==> config.mk <==
export PLATFORM = sky130hd
export DESIGN_NAME = i2c_master_seq
export DESIGN_NICKNAME = d
export VERILOG_FILES = /design/src/rtl/i2c_master_seq.sv
export SDC_FILE = /design/constraint.sdc
export NUM_CORES = 1
export LEC_CHECK = 0
export CORE_UTILIZATION = 59
export DETAILED_ROUTE_END_ITERATION = 16
export GPL_TIMING_DRIVEN = 0
export MAX_ROUTING_LAYER = met4
export PLACE_DENSITY = 0.86
export SLEW_MARGIN = 20
export SYNTH_ARGS = -nofsm -noshare
export SYNTH_HDL_FRONTEND = slang
export SYNTH_SLANG_ARGS = --single-unit
export TNS_END_PERCENT = 1
==> constraint.sdc <==
create_clock -name clk -period 5 [get_ports clk]
set_input_delay 0.75 -clock clk [delete_from_list [all_inputs] [get_ports clk]]
set_output_delay 0.75 -clock clk [all_outputs]
set_load 0.02 [all_outputs]
==> src/rtl/i2c_master_seq.sv <==
// i2c_master_seq: multi-byte I2C master (START, addr+R/W, N bytes, STOP); define I2C_CLK_STRETCH_EN for slave clock stretching
module i2c_master_seq #(
  parameter int DIV_STD = 40,
  parameter int DIV_FAST = 10,
  parameter int LEN_W = 4
) (
  input  logic             clk,
  input  logic             rst,
  input  logic             cmd_start,
  input  logic [6:0]       cmd_addr,
  input  logic             cmd_rw,
  input  logic [LEN_W-1:0] cmd_len,
  input  logic             cmd_fast,
  input  logic [7:0]       tx_data,
  output logic             tx_req,
  output logic [7:0]       rx_data,
  output logic             rx_valid,
  output logic             busy,
  output logic             done,
  output logic             nack_err,
  input  logic             scl_i,
  output logic             scl_oe,
  input  logic             sda_i,
  output logic             sda_oe
);
  typedef enum logic [3:0] {IDLE, START, ADDR, ADDR_ACK, WRITE, WRITE_ACK, READ, READ_ACK, STOP} state_t;
  localparam int QW = $clog2(DIV_STD > DIV_FAST ? DIV_STD : DIV_FAST) + 1;
  state_t state;
  logic [QW-1:0] qcnt, qmax;
  logic [1:0] q;
  logic [2:0] bitn;
  logic [7:0] sh;
  logic [LEN_W-1:0] rem;
  logic rw, fast, err, ackb, freeze, tick, smp, scl_drv, sda_drv;
`ifdef I2C_CLK_STRETCH_EN
  assign freeze = q == 2'd2 && !scl_oe && !scl_i;
`else
  logic unused_scl;
  assign unused_scl = scl_i;
  assign freeze = 1'b0;
`endif
  assign qmax = fast ? QW'(DIV_FAST - 1) : QW'(DIV_STD - 1);
  assign tick = !freeze && qcnt == qmax;
  assign smp = q == 2'd3 && qcnt == '0;
  assign scl_drv = state != IDLE && state != START && !q[1];
  assign sda_drv = (state == START && q[1]) ||
                   ((state == ADDR || state == WRITE) && !sh[7]) ||
                   (state == READ_ACK && rem != '0) ||
                   (state == STOP && q != 2'd3);
  always_ff @(posedge clk or posedge rst) begin
    if (rst) begin
      state <= IDLE;
      qcnt <= '0;
      q <= '0;
      bitn <= '0;
      sh <= '0;
      rem <= '0;
      rw <= 1'b0;
      fast <= 1'b0;
      err <= 1'b0;
      ackb <= 1'b0;
      scl_oe <= 1'b0;
      sda_oe <= 1'b0;
      tx_req <= 1'b0;
      rx_data <= '0;
      rx_valid <= 1'b0;
      busy <= 1'b0;
      done <= 1'b0;
      nack_err <= 1'b0;
    end else begin
      scl_oe <= scl_drv;
      sda_oe <= sda_drv;
      done <= 1'b0;
      tx_req <= 1'b0;
      rx_valid <= 1'b0;
      if (state == IDLE) begin
        qcnt <= '0;
        q <= '0;
        if (cmd_start) begin
          state <= START;
          sh <= {cmd_addr, cmd_rw};
          rw <= cmd_rw;
          rem <= cmd_len;
          fast <= cmd_fast;
          err <= 1'b0;
          busy <= 1'b1;
          nack_err <= 1'b0;
        end
      end else begin
        if (smp) begin
          ackb <= sda_i;
          if (state == READ) sh <= {sh[6:0], sda_i};
        end
        if (!freeze) qcnt <= tick ? '0 : qcnt + 1'b1;
        if (tick) begin
          q <= q + 2'd1;
          if (q == 2'd3) begin
            bitn <= bitn - 3'd1;
            case (state)
              START: begin
                state <= ADDR;
                bitn <= 3'd7;
              end
              ADDR: begin
                sh <= {sh[6:0], 1'b0};
                if (bitn == 3'd0) state <= ADDR_ACK;
              end
              ADDR_ACK: begin
                bitn <= 3'd7;
                if (ackb || rem == '0) begin
                  state <= STOP;
                  err <= ackb;
                end else if (rw) begin
                  state <= READ;
                end else begin
                  state <= WRITE;
                  sh <= tx_data;
                  tx_req <= 1'b1;
                end
              end
              WRITE: begin
                sh <= {sh[6:0], 1'b0};
                if (bitn == 3'd0) begin
                  state <= WRITE_ACK;
                  rem <= rem - 1'b1;
                end
              end
              WRITE_ACK: begin
                bitn <= 3'd7;
                if (ackb) begin
                  state <= STOP;
                  err <= 1'b1;
                end else if (rem != '0) begin
                  state <= WRITE;
                  sh <= tx_data;
                  tx_req <= 1'b1;
                end else begin
                  state <= STOP;
                end
              end
              READ: begin
                if (bitn == 3'd0) begin
                  state <= READ_ACK;
                  rx_data <= sh;
                  rx_valid <= 1'b1;
                  rem <= rem - 1'b1;
                end
              end
              READ_ACK: begin
                state <= rem != '0 ? READ : STOP;
                bitn <= 3'd7;
              end
              STOP: begin
                state <= IDLE;
                busy <= 1'b0;
                done <= 1'b1;
                nack_err <= err;
              end
              default: state <= IDLE;
            endcase
          end
        end
      end
    end
  end
endmodule

# After elaboration in Yosys (flattened, before gate mapping)
# Index checks and enable logic that the tools add are counted.
# Widths: inputs -> output; s select.
totals:
  reg_bits: 47
  in_bits: 26
  out_inout_bits: 15
  word_cells: 147
classes:
  n_addsub: 4
  n_eq_ne: 18
  muxes: 69
  bitwise_logic: 1
  reduce_logical: 37
ops:
  columns: ["operator", "n"]
  rows:
  - ["$mux 8", 10]
  - ["$mux 4", 17]
  - ["$mux 1", 31]
  - ["$pmux 4 s7", 1]
  - ["$pmux 8 s3", 1]
  - ["$eq 4x3->1 const B", 4]
  - ["$mux 7", 2]
  - ["$reduce_and 6->1", 2]
  - ["$reduce_and 5->1", 2]
  - ["$reduce_bool 2->1", 5]
  - ["$eq 4x2->1 const B", 2]
  - ["$logic_not 4->1", 2]
  - ["$reduce_bool 4->1", 2]
  - ["$add 7x1->7 const B", 1]
  - ["$eq 7x6->1", 1]
  - ["$logic_and 1x1->1", 7]
  - ["$logic_not 7->1", 1]
  - ["$mux 2", 3]
  - ["$mux 6", 1]
  - ["$ne 3x1->1 const B", 2]
  - ["$ne 3x3->1 const B", 2]
  - ["$logic_or 1x1->1", 5]
  - ["$eq 4x1->1 const B", 1]
  - ["$eq 4x4->1 const B", 1]
  - ["18 further kinds", 23]

# Depth between registers and ports, before layout
# Gate-level depths: netlist of the first run.
logic_depth:
  word_depth: 9
  mapped_depth: 8
  ltp_nobuf: 7

# Worst setup path before layout of the first run
# Ideal clock, no wire load.
synth_path:
  path_type: "reg-to-reg"
  startpoint: "reg bitn[0]"
  endpoint: "reg rx_data[0]"
  setup_time_ns: 0.125
  arrival_ns: 1.801
  required_ns: 4.875
  setup_slack_ns: 3.074
  stages_incl_launch_ff: 7
  n_path_buf: 1
  synth_period_minus_slack_ns: 1.926
  path_cell_list: "dfrtp_1 > inv_1 > ha_1 > or4b_1 > buf_2 > nor3_4 > mux2_2"
synth_via:
  elab_chain_len: 2
synth_rtl:
  columns: ["item", "line", "rtl"]
  rows:
  - ["from (decl)", "31", "logic [2:0] bitn;"]
  - ["from (signal assigned)", "98", "bitn <= bitn - 3'd1;"]
  - ["$logic_not 3->1", "142", "if (bitn == 3'd0) begin"]
  - ["$reduce_and 5->1 (no source line)", null, null]
  - ["to (signal assigned)", "144", "rx_data <= sh;"]
  - ["to (decl)", "16", "output logic [7:0] rx_data,"]
# Every way passes these cells.
# A chain may end at the register's enable or synchronous reset.

# Worst setup path in the final report of the first run
layout_path:
  startpoint: "reg q[1]"
  endpoint: "reg sh[2]"
layout_via:
  elab_chain_len: 9
  word_cells_on_any_way: 11
  cone_classes: "eq/ne (1); mux (9); reduce/logical (1)"
layout_rtl:
  columns: ["item", "line", "rtl"]
  rows:
  - ["from (decl)", "30", "logic [1:0] q;"]
  - ["from (signal assigned)", "96", "q <= q + 2'd1;"]
  - ["$eq 2x2->1 (*)", "44, 97", null]
  - ["$logic_and 1x1->1", "44", "assign smp = q == 2'd3 && qcnt == '0;"]
  - ["$mux 8", "90", "if (smp) begin"]
  - ["$mux 8, on equally long branches", "133, 113", null]
  - ["$mux 8, on equally long branches", "130, 110", null]
  - ["$pmux 8 s3", "99", "case (state)"]
  - ["$mux 8", "97", "if (q == 2'd3) begin"]
  - ["$mux 8 (*)", "95", "if (tick) begin"]
  - ["$mux 8 (*)", "76", "if (state == IDLE) begin"]
  - ["to (signal assigned)", "81", "sh <= {cmd_addr, cmd_rw};"]
  - ["to (signal assigned)", "92", "if (state == READ) sh <= {sh[6:0], sda_i};"]
  - ["to (signal assigned)", "105", "sh <= {sh[6:0], 1'b0};"]
  - ["to (decl)", "32", "logic [7:0] sh;"]
# Every way passes the cells marked *; elsewhere a longest branch is shown, timed or not.

==> results of run 1 <==
[cells by family (layout without fill, tap and decap cells)]
group | count (synthesis) | in the layout
AND/OR/NAND/NOR | 96 | 96
AO/OA/AOI/OAI | 63 | 63
flip-flops | 47 | 47
multiplexers | 31 | 31
buffers and inverters | 26 | 74
XOR/XNOR | 7 | 7
adder cells (fa/ha/maj) | 6 | 6
[registers in the layout, summed over array words and instances (netlist names)]
register	count
ackb	1
bitn	3
busy	1
done	1
err	1
fast	1
nack_err	1
q	2
qcnt	7
rem	4
rw	1
rx_data	8
rx_valid	1
scl_oe	1
sda_oe	1
sh	8
state	4
tx_req	1
[final cells by class]
| cell class | instances | area, sq um | share of cell area [%] |
|---|---|---|---|
| plain buffers | 13 | 53.8 | 1.58 |
| repair buffers | 40 | 410 | 12.1 |
| inverters | 13 | 48.8 | 1.44 |
| flip-flops and latches | 47 | 1180 | 34.6 |
| clock inverters | 2 | 35.0 | 1.03 |
| multi-input cells | 203 | 1530 | 44.9 |
| well taps | 52 | 65.1 | 1.91 |
| clock buffers | 6 | 82.6 | 2.43 |
[cells in the final DEF (no fill, tap or decap), drive strengths merged, types with 6 or more instances in the layout]
cell type	netlist	final
ha	6	6
buf	5	6
clkdlybuf4s50	0	39
nand2	23	23
mux2	21	21
inv	13	13
mux2i	10	10
a32o	7	7
dfrtp	47	47
nand2b	8	8
clkbuf	8	14
o21ai	7	7
a21oi	19	19
nor3	14	14
nor2	22	22
a22oi	9	9
[power by group]
part	total, W	switching, W	internal, W
registers	0.000382	0.00000102	0.000381
logic	0.0000463	0.0000215	0.0000247
clock network	0.000291	0.000129	0.000162
[metrics by stage]
| step | setup slack (ps) | util (%) | std cells | hold slack (ps) | area, sq um |
|---|---|---|---|---|---|
| after floorplan | 3070 | - | 276 | 452 | 2810 |
| after global placement | 2220 | 72.9 | 367 | 464 | 3260 |
| after detailed placement | 2550 | 73.3 | 368 | 479 | 3280 |
| after CTS | 2690 | 76.0 | 376 | 492 | 3400 |
| after global routing | 2420 | 76.0 | 376 | 500 | 3400 |
| final | 2670 | 76.0 | 376 | 489 | 3400 |
[worst max-delay path, cell delays in order, from the launching register on]
cell and delay (ps):
dfrtp_1 390, ha_1 410, nor4b_1 480, nand4_2 350
mux2_2 370, nand2_1 80, a22oi_1 110
[routing by layer]
metal	up-vias	wire (um)	part of all wire, %
met2	88	3410	49
met5	-	0	0
li1	1107	-	-
met3	14	450	6.4
met4	0	104	1.5
met1	1167	3030	43
[worst min path at each step]
stage,slack (ps),endpoint,depth (start not counted),startpoint
3_3_place_gp,460,busy,2,busy
2_1_floorplan,450,scl_oe,1,q[1]
3_5_place_dp,480,scl_oe,1,q[1]
6_report,490,scl_oe,1,q[1]
5_1_grt,500,scl_oe,1,q[1]
4_1_cts,490,scl_oe,1,q[1]
==> metrics, run 1 <==
cell taking the most area after synthesis=dfrtp_1; via/cell ratio=between 6 and 7; remaining global-route overflow=0; ys flop type=dfrtp_1; DRC viols=1; Post-Synth XOR/XNOR Area=2.19%; FFs w/ async S/R, synth=100%; Overall Global Routing Usage=30.9%; crit path launch=q[1]; crit share post-route=46.7%; clock skew=9.68 ps; met1 Track Usage GR=about two fifths; initial antenna violation count=0; Port Buffers=39; clk buf depth=2; sequential fraction of the synthesis area=41.9%; layout cells sized above 1=between 10% and 20%; CP endpoint=sh[2]; Overall Power=0.000719 W; Synth Area in Adders=2.68%; Antenna Nets Post-Route=0; Ys Warns=0; Compound-Gate Fraction of Synth Area=~17%; Final Hold Fails=0; WL per Instance=18.6 um; dpl hpwl=4.99 mm; initial drt markers=198; routability cong.=between 0.9 and 1; top cells by area, synth=dfrtp_1 42%, mux2_2 7.6%, mux2i_1 3.6%; post-synthesis simple-gate area fraction=20.1%; post-route minimum period=approximately 2300 ps; most frequent cell after synthesis=dfrtp_1; Initial Util=between 60% and 70%; CTS Buf Count=5; row count=24; synth-to-layout area growth=21.1%; CP startpoint kind=flop; 1st-pass router iterations=11; LEAKAGE=1.47 nW; H-Tree Level Count=2; first-pass GRT wire length=approximately 11 mm; CORE AREA=4470 sq um; most instantiated cells after synthesis=47 x dfrtp_1, 23 x nand2_1, 21 x nor2_1; met2 Usage GRT=47.3%; R2R cell count=6; Max Clk Rate=428 MHz; HP Class=reg -> reg; peak fanout along the critical path=8; Least-Margin Pin Slew=716 ps; sum of negative setup slack=0 ps; met3 track utilization from global routing=5.56%; Post-Syn Instances=276; root buf cell=clkbuf_8; die height=71.0 um; largest net degree at the start of global routing=26; largest family of logic cells by synthesized area=simple AND/OR/NAND/NOR gates; RR Startpoint=q[1]; RSZ-0062 raised after global routing=false; mux contribution to synthesized area=12.0%; synthesized area=2810 sq um; VDD IR max=177 uV; endpoints failing setup=0; Pwr Density=approximately 210 nW/um^2; vias in the first global route=2301; critical path class=reg -> reg; Synth Register Bits=47; number of synthesized flops with an enable pin=0; crit path DAT=2500 ps; reg2reg setup slack=2670 ps; Critical Path End Type=flop; count of pins over their slew limit=0; WP data required=5160 ps; status=finished with violations; die width=71.0 um; Final Net Count=355; CTS tree=done; Gates resized, CTS repair=0; synthesized area per cell=just over 10 sq um; net count after synthesis=between 300 and 400; postcts setup bufs=0; vias post-DR=2376; ANT cells=0; Worst-path clk slew=~80 ps; Clock Latency Late Sink=310 ps; total routed wirelength=7.00 mm; synth unique cells=57; post-synth top area share=41.9%; most crowded layer after global routing=met2; full die area=5030 sq um; Hold Buf Count CTS=0; Crit Reg-Reg Endpoint=sh[2]; Ports=41; fillers=313; failing checks=DRC; CTS Sinks=47; Max Cap Viol=0; Max-Slew Margin vs Limit=between 50% and 60%
(Power assumes the default switching activity.)
==> run 2: changes to the inputs <==
--- a/config.mk
+++ b/config.mk
@@ -5,11 +5,11 @@
 export SDC_FILE = /design/constraint.sdc
 export NUM_CORES = 1
 export LEC_CHECK = 0
-export CORE_UTILIZATION = 59
+export CORE_UTILIZATION = 49
 export DETAILED_ROUTE_END_ITERATION = 16
 export GPL_TIMING_DRIVEN = 0
 export MAX_ROUTING_LAYER = met4
-export PLACE_DENSITY = 0.86
+export PLACE_DENSITY = 0.76
 export SLEW_MARGIN = 20
 export SYNTH_ARGS = -nofsm -noshare
 export SYNTH_HDL_FRONTEND = slang
==> constraint.sdc (replaced) <==
create_clock -name clk -period 2.1 [get_ports clk]
set_input_delay 0.315 -clock clk [delete_from_list [all_inputs] [get_ports clk]]
set_output_delay 0.315 -clock clk [all_outputs]
set_load 0.02 [all_outputs]
==> run 2 against run 1 <==
The run now ends clean. Clock skew is 2.4 ps lower. Via count increased by 1.5%. Largest cell class unchanged. Core utilization fell by 11 points. Cell count increased by 6.4%. Non-clock buffer count up 4. Total power rose to 2.5 times the previous value. Sequential share of layout area fell by 1.5 points. Sequential power grew 140%. Cell area increased by 5.1%. Flip-flop and latch count did not move.
==> metrics, run 2 (synthesis results as in run 1) <==
Port Buffers=39 (unchanged); CTS Buf Count=5 (unchanged); Logic pwr share=6.3% (was 6.4%); synth-to-layout area growth=27.3% (was 21.1%); Int Pwr=0.00145 W (was 0.000567 W); DRC viols=0 (was 1); CP startpoint kind=flop (unchanged); max incr delay on CP=360 ps (was 480 ps); Initial Util=50.9% (was 62.7%); Worst path top cell family by delay=buffers and inverters (was simple AND/OR/NAND/NOR gates); Max Clk Rate=491 MHz (was 428 MHz); CP max stage cell=clkbuf_1 (was nor4b_1); Antenna Nets Post-Route=0 (unchanged); placed cells=388 (was 368); H-Tree Level Count=2 (unchanged); most frequent cells in the layout=43 x dfrtp_1, 39 x clkdlybuf4s50_1, 22 x nand2_1 (was 47 x dfrtp_1, 39 x clkdlybuf4s50_1, 23 x nand2_1, 21 x nor2_1); RR Startpoint=state[2] (was q[1]); via/cell ratio=6.03 (was 6.32); pre-CTS setup slack=-178 ps (was 2550 ps); CTS Sinks=47 (unchanged); placed cell areas=3310 sq um (was 3280 sq um); 1st-pass router iterations=5 (was 11); largest net degree at the start of global routing=27 (was 26); register share of total power=49.9% (was 53.1%); Overall Global Routing Usage=24.4% (was 30.9%); HP Class=in -> async (was reg -> reg); CP Buf/Inv Count=3 (was 0); count of pins over their slew limit=0 (unchanged); die width=77.7 um (was 71.0 um); layout cells sized above 1=20.4% (was 15.1%); clk buf depth=2 (unchanged); crit share post-route=97.0% (was 46.7%); total routed wirelength=6.72 mm (was 7.00 mm); Ports=41 (unchanged); Pwr Density=510 nW/um^2 (was 212 nW/um^2); Crit Reg-Reg Endpoint=rx_data[3] (was sh[2]); initial drt markers=277 (was 198); reg2reg setup slack=60 ps (was 2670 ps); VDD IR max=313 uV (was 177 uV); crit path launch=state[2] (was q[1]); remaining global-route overflow=0 (unchanged); Least-Margin Pin Slew=702 ps (was 716 ps); crit-path cells=buf_2 > clkbuf_1 > nand2_1 > nor3_4 > buf_12 > mux2_2 (was ha_1 > nor4b_1 > nand4_2 > mux2_2 > nand2_1 > a22oi_1); R2R cell count=6 (unchanged); biggest registers after layout=rx_data: 8 flops, sh: 8 flops, qcnt: 7 flops (unchanged); Worst-path clk slew=90 ps (was 80 ps); peak fanout along the critical path=10 (was 8); switching share of power=20.7% (was 21.1%); die height=77.7 um (was 71.0 um); Levels on crit path=6 (unchanged); first-pass GRT wire length=11.2 mm (was 11.4 mm); WL per Instance=16.8 um (was 18.6 um); fillers=440 (was 313); dpl hpwl=4.79 mm (was 4.99 mm); switching power=0.000377 W (was 0.000152 W); ANT cells=0 (unchanged); CTS tree=done (unchanged); CP endpoint=rx_data[3] (was sh[2]); WP data required=2290 ps (was 5160 ps); LEAKAGE=1.50 nW (was 1.47 nW); endpoints failing setup=0 (unchanged); Max Cap Viol=0 (unchanged); row count=27 (was 24); root buf cell=clkbuf_8 (unchanged); vias post-DR=2411 (was 2376); crit path DAT=2230 ps (was 2500 ps); RSZ-0062 raised after global routing=true (was false); Clock Latency Late Sink=310 ps (about the same); Hold Slack=383 ps (was 489 ps); most common cell after layout, fill and taps aside=dfrtp_1 (unchanged); area occupied by registers=1180 sq um (about the same); post-route cell area=3570 sq um (was 3400 sq um); routability cong.=0.914 (was 0.972); vias in the first global route=2295 (was 2301); full die area=6030 sq um (was 5030 sq um); Multi-input gate area=1590 sq um (was 1530 sq um); Finished Layout Cells=400 (was 376); Clock power frac=43.8% (was 40.5%); Final Net Count=359 (was 355); Final Hold Fails=0 (unchanged); clock skew=7.29 ps (was 9.68 ps); critical path class=reg -> reg (unchanged); post-route minimum period=2040 ps (was 2330 ps); status=finished clean (was finished with violations); Max-Slew Margin vs Limit=53.2% (was 52.2%); Critical Path End Type=flop (unchanged); CORE AREA=5510 sq um (was 4470 sq um); initial antenna violation count=0 (unchanged); final worst slack=63.6 ps (was 2670 ps)
==> run 2: cell types whose count changed in the layout (fill, tap and decap cells not counted), moves of 2 or more <==
cell / before / now
buf_4: 0 / 3
dfrtp_1: 47 / 43
dfrtp_2: 0 / 4
ha_1: 6 / 4
nor2_1: 21 / 19
nor2_2: 1 / 3
==> run 2: final cells by class <==
type	count	share of cell area, %
buffer	13	1.68
clock buffer	5	1.93
clock inverter	3	1.89
inverter	13	1.37
multi-input combinational	203	44.6
sequential	47	33.1
tap	72	2.52
timing repair buffer	44	12.9
==> run 2: power by group through the flow <==
| stage | clock (W) | sequential, W | combinational [W] |
|---|---|---|---|
| 6_report | 0.000797 | 0.000909 | 0.000116 |
| 5_1_grt | 0.000846 | 0.000910 | 0.000126 |
| 4_1_cts | 0.000798 | 0.000909 | 0.000113 |
| 3_5_place_dp | 0 | 0.000927 | 0.000112 |
| 3_3_place_gp | 0 | 0.000927 | 0.000105 |
| 2_1_floorplan | 0 | 0.000927 | 0.0000449 |
==> run 2: worst min path at each step <==
stage	startpoint	end	slack (ps)
global route	rst	rx_data[0]	470
detailed placement	busy	busy	480
global placement	busy	busy	460
finish	rst	rx_data[2]	380
floorplan	q[1]	scl_oe	450
CTS	rst	rx_data[0]	410
==> run 2: what timing repair did <==
action                     CTS  global route
hold buffers                 0             0
gates resized for setup      8            13
buffers inserted             1             3
pin swaps                    2             6
setup endpoints to repair   19            24
cloned                       0             0
==> run 2: through the flow <==
| step | power, W | setup TNS, ps | utilization, % |
|---|---|---|---|
| 2_1_floorplan | 0.000972 | 0 | - |
| 3_3_place_gp | 0.00103 | -17260 | 59.7 |
| 3_5_place_dp | 0.00104 | -2520 | 60.2 |
| 4_1_cts | 0.00182 | 0 | 63.6 |
| 5_1_grt | 0.00188 | -369 | 64.8 |
| 6_report | 0.00182 | 0 | 64.8 |
==> run 2: routing by layer <==
metal	GRT usage, %	vias to the layer above	part of all wire [%]
li1	-	1118	-
met1	32.4	1198	44
met2	38.6	85	49
met3	3.53	10	5.4
met4	7.92	0	1.5
met5	-	-	0
==> variant: new RTL, settings of run 2 <==
Set the parameter `DIV_FAST` to 20 (it was 10).
--- a/src/rtl/i2c_master_seq.sv
+++ b/src/rtl/i2c_master_seq.sv
@@ -1,7 +1,7 @@
 // i2c_master_seq: multi-byte I2C master (START, addr+R/W, N bytes, STOP); define I2C_CLK_STRETCH_EN for slave clock stretching
 module i2c_master_seq #(
   parameter int DIV_STD = 40,
-  parameter int DIV_FAST = 10,
+  parameter int DIV_FAST = 20,
   parameter int LEN_W = 4
 ) (
   input  logic             clk,
Behaviour: no difference found for any inputs over 10 cycles, from zero or initial values and one cycle with rst high; that may be too few to reach the edited logic, so the function may still have changed.
==> variant against run 2 <==
Final cell count shrank 3.5%. Area after synthesis down 3.8%. Global-route usage down 1.5 points. Die area decreased by 3.7%. Wire length fell by 6.6%. Worst setup slack improved by 0.00059 ns. Power shrank 15%. Sequential cell count stayed put. Cell area is 5.0% lower. Critical path type unchanged. Largest power group unchanged.
==> variant: results (changes against run 2) <==
- The detailed-placement wirelength estimate is 4.452 mm (was 4.786 mm).
- The weighted congestion reported at the end of routability-driven placement is 0.9206 (was 0.9139).
- The number of buffers on the longest clock path came to 2 (unchanged).
- Status: finished clean (unchanged).
- The peak ir drop on the vdd network is 0.3128 mV (was 0.3126 mV).
- Most used standard cells in the synthesized netlist: 47 x dfrtp_1, 29 x nor2_1, 21 x o21ai_0 (was 47 x dfrtp_1, 23 x nand2_1, 21 x nor2_1).
- The first-pass GRT wire length was 10.26 mm (was 11.18 mm).
- The number of unique standard cell types used by synthesis came to 58 (was 57).
- The initial DRC count is 214 (was 277).
- The compound-gate portion of the synthesized area came to 0.1800 (was 0.1744).
- The fraction of layout instances using a drive strength above 1 is 0.1930 (was 0.2043).
- Top post-synthesis cells by area: dfrtp_1 44%, mux2i_1 6.3%, mux2_4 4.5% (was dfrtp_1 42%, mux2_2 7.6%, mux2i_1 3.6%).
- The switching share of total power is 0.2211 (was 0.2067).
- The count of synthesis-stage warnings from yosys is 0 (unchanged).
- The H-tree level count is 2 (unchanged).
- The adder-cell share of the synthesized area was 0.02783 (was 0.02676).
- The data arrival time of the worst path was 2.20 ns (was 2.23 ns).
- The number of nets in the finished design is 347 (was 359).
- The via count of the first global-routing pass was 2,092 (was 2,295).
- The total via count after detailed routing is 2,200 (was 2,411).
- The worst hold path class was input port to async pin (unchanged).
- Top Registers: rx_data (8), sh (8), qcnt (7) (unchanged).
- The clock tree skew after final layout is 0.003709 ns (was 0.007286 ns).
- The average cell area after synthesis was 10.50 um2 (was 10.16 um2).
- The share of synthesized area spent on multiplexers is 0.1243 (was 0.1200).
- The count of buffers from port buffering is 38 (was 39).
- The count of fill cells added during filler insertion is 443 (was 440).
- The count of hold buffers inserted by post-cts repair was 0 (unchanged).
- The overall routed net length is 6.275 mm (was 6.717 mm).
- The share of the yosys chip area belonging to registers came to 0.4360 (was 0.4193).
- At the later pin of the worst-skew pair, clock insertion delay measures around 0.3 ns.
- The leakage power is 1.488 nW (was 1.499 nW).
- The transition time of the tightest slew-check pin is 0.5730 ns (was 0.7017 ns).
- The cell total after placement is 366 (was 388).
- The slowest cell on the critical path was dfrtp_1 (was clkbuf_1).
- The overall track demand over capacity in global routing is 0.2297 (was 0.2442).
- The TritonCTS buffer count is 5 (unchanged).
- The clock edge transition at the registers on the reported setup and hold paths is 0.08 ns.
- The clock root buffer is clkbuf_8 (unchanged).
- The final standard cell count with taps included and fillers excluded is 386 (was 400).
- The number of antenna violations at the first check in global routing was 0 (unchanged).
- The cell family contributing the most delay on the critical path is compound AO/OA/AOI/OAI gates (was buffers and inverters).
- The proportion of synthesized flip-flops having asynchronous set or reset is 1.000 (unchanged).
- The synthesized-area fraction occupied by xor and xnor cells came to 0.02273 (was 0.02186).
- The post-synthesis net count is 289 (was 308).
- The area of the core region is 5205 um2 (was 5507 um2).
- The delay of the slowest cell on the worst path is 0.46 ns (was 0.36 ns).
- The maximum fanout along the worst path was 9 (was 10).
==> variant: cell types whose count changed in the layout (fill, tap and decap cells not counted), sizes merged, moves of 9 or more <==
cell	run 2	this run
o21ai	7	22
a21oi	19	9
buf	10	22
mux2	21	12
nand2	23	13
==> variant: logic make-up (layout without fill, tap and decap cells) <==
group | Yosys count | in the layout
AND/OR/NAND/NOR | 81 | 81
adder cells (fa/ha/maj) | 6 | 6
flip-flops | 47 | 47
XOR/XNOR | 7 | 7
AO/OA/AOI/OAI | 65 | 65
buffers and inverters | 22 | 81
multiplexers | 29 | 29
==> variant: metrics by stage <==
step                total power [mW]    util  cell area, um2  setup slack [ns]  hold WS, ns
floorplan                     0.9761       -            2698           0.08412       0.4457
global route                   1.621  0.6514            3391          -0.02679       0.4010
finish                         1.548  0.6514            3391           0.06416       0.3473
detailed placement             1.040  0.6120            3186           -0.1750       0.4689
CTS                            1.570  0.6387            3324          -0.04055       0.3632
global placement               1.034  0.6082            3166           -0.2494       0.4683
==> variant: worst paths after layout <==
| path | startpoint | endpoint | cells after the start | slack (ns) |
|---|---|---|---|---|
| hold / removal | rst | rx_data[6] | 2 | 0.35 |
| hold reg to reg | qcnt[0] | qcnt[0] | 1 | 0.48 |
| min in group clk | cmd_start | sh[3] | 3 | 0.46 |
| setup reg to reg | qcnt[4] | rem[0] | 6 | 0.06 |
| setup / recovery | qcnt[4] | rem[0] | 6 | 0.06 |
| max in group asynchronous | rst | qcnt[2] | 3 | 1.25 |
==> variant: timing repair <==
item | 4_1_cts | 5_1_grt
buffers inserted | 4 | 9
resized for setup | 5 | 4
pin swaps | 3 | 3
endpoints found under the setup margin | 11 | 19
==> variant: area by class of cell <==
cell class              count  share of cell area
plain buffers              10             0.01808
clock buffers               7             0.02251
clock inverters             1            0.001476
inverters                  11             0.01218
multi-input cells         188              0.4225
flip-flops and latches     47              0.3469
well taps                  70             0.02583
repair buffers             52              0.1506
==> variant: power by group through the flow <==
stage / clock network (mW) / registers (mW) / logic, mW
floorplan: 0 / 0.930 / 0.0458
global placement: 0 / 0.930 / 0.103
detailed placement: 0 / 0.930 / 0.109
CTS: 0.544 / 0.912 / 0.114
global route: 0.586 / 0.913 / 0.122
finish: 0.525 / 0.912 / 0.112
==> variant: metal layers <==
layer / up-vias / wire length [um] / GRT usage
met4: 0 / 47 / 0.05769
li1: 1055 / - / -
met3: 4 / 262 / 0.03593
met1: 1081 / 2907 / 0.3161
met2: 60 / 3057 / 0.3564
met5: - / 0 / -
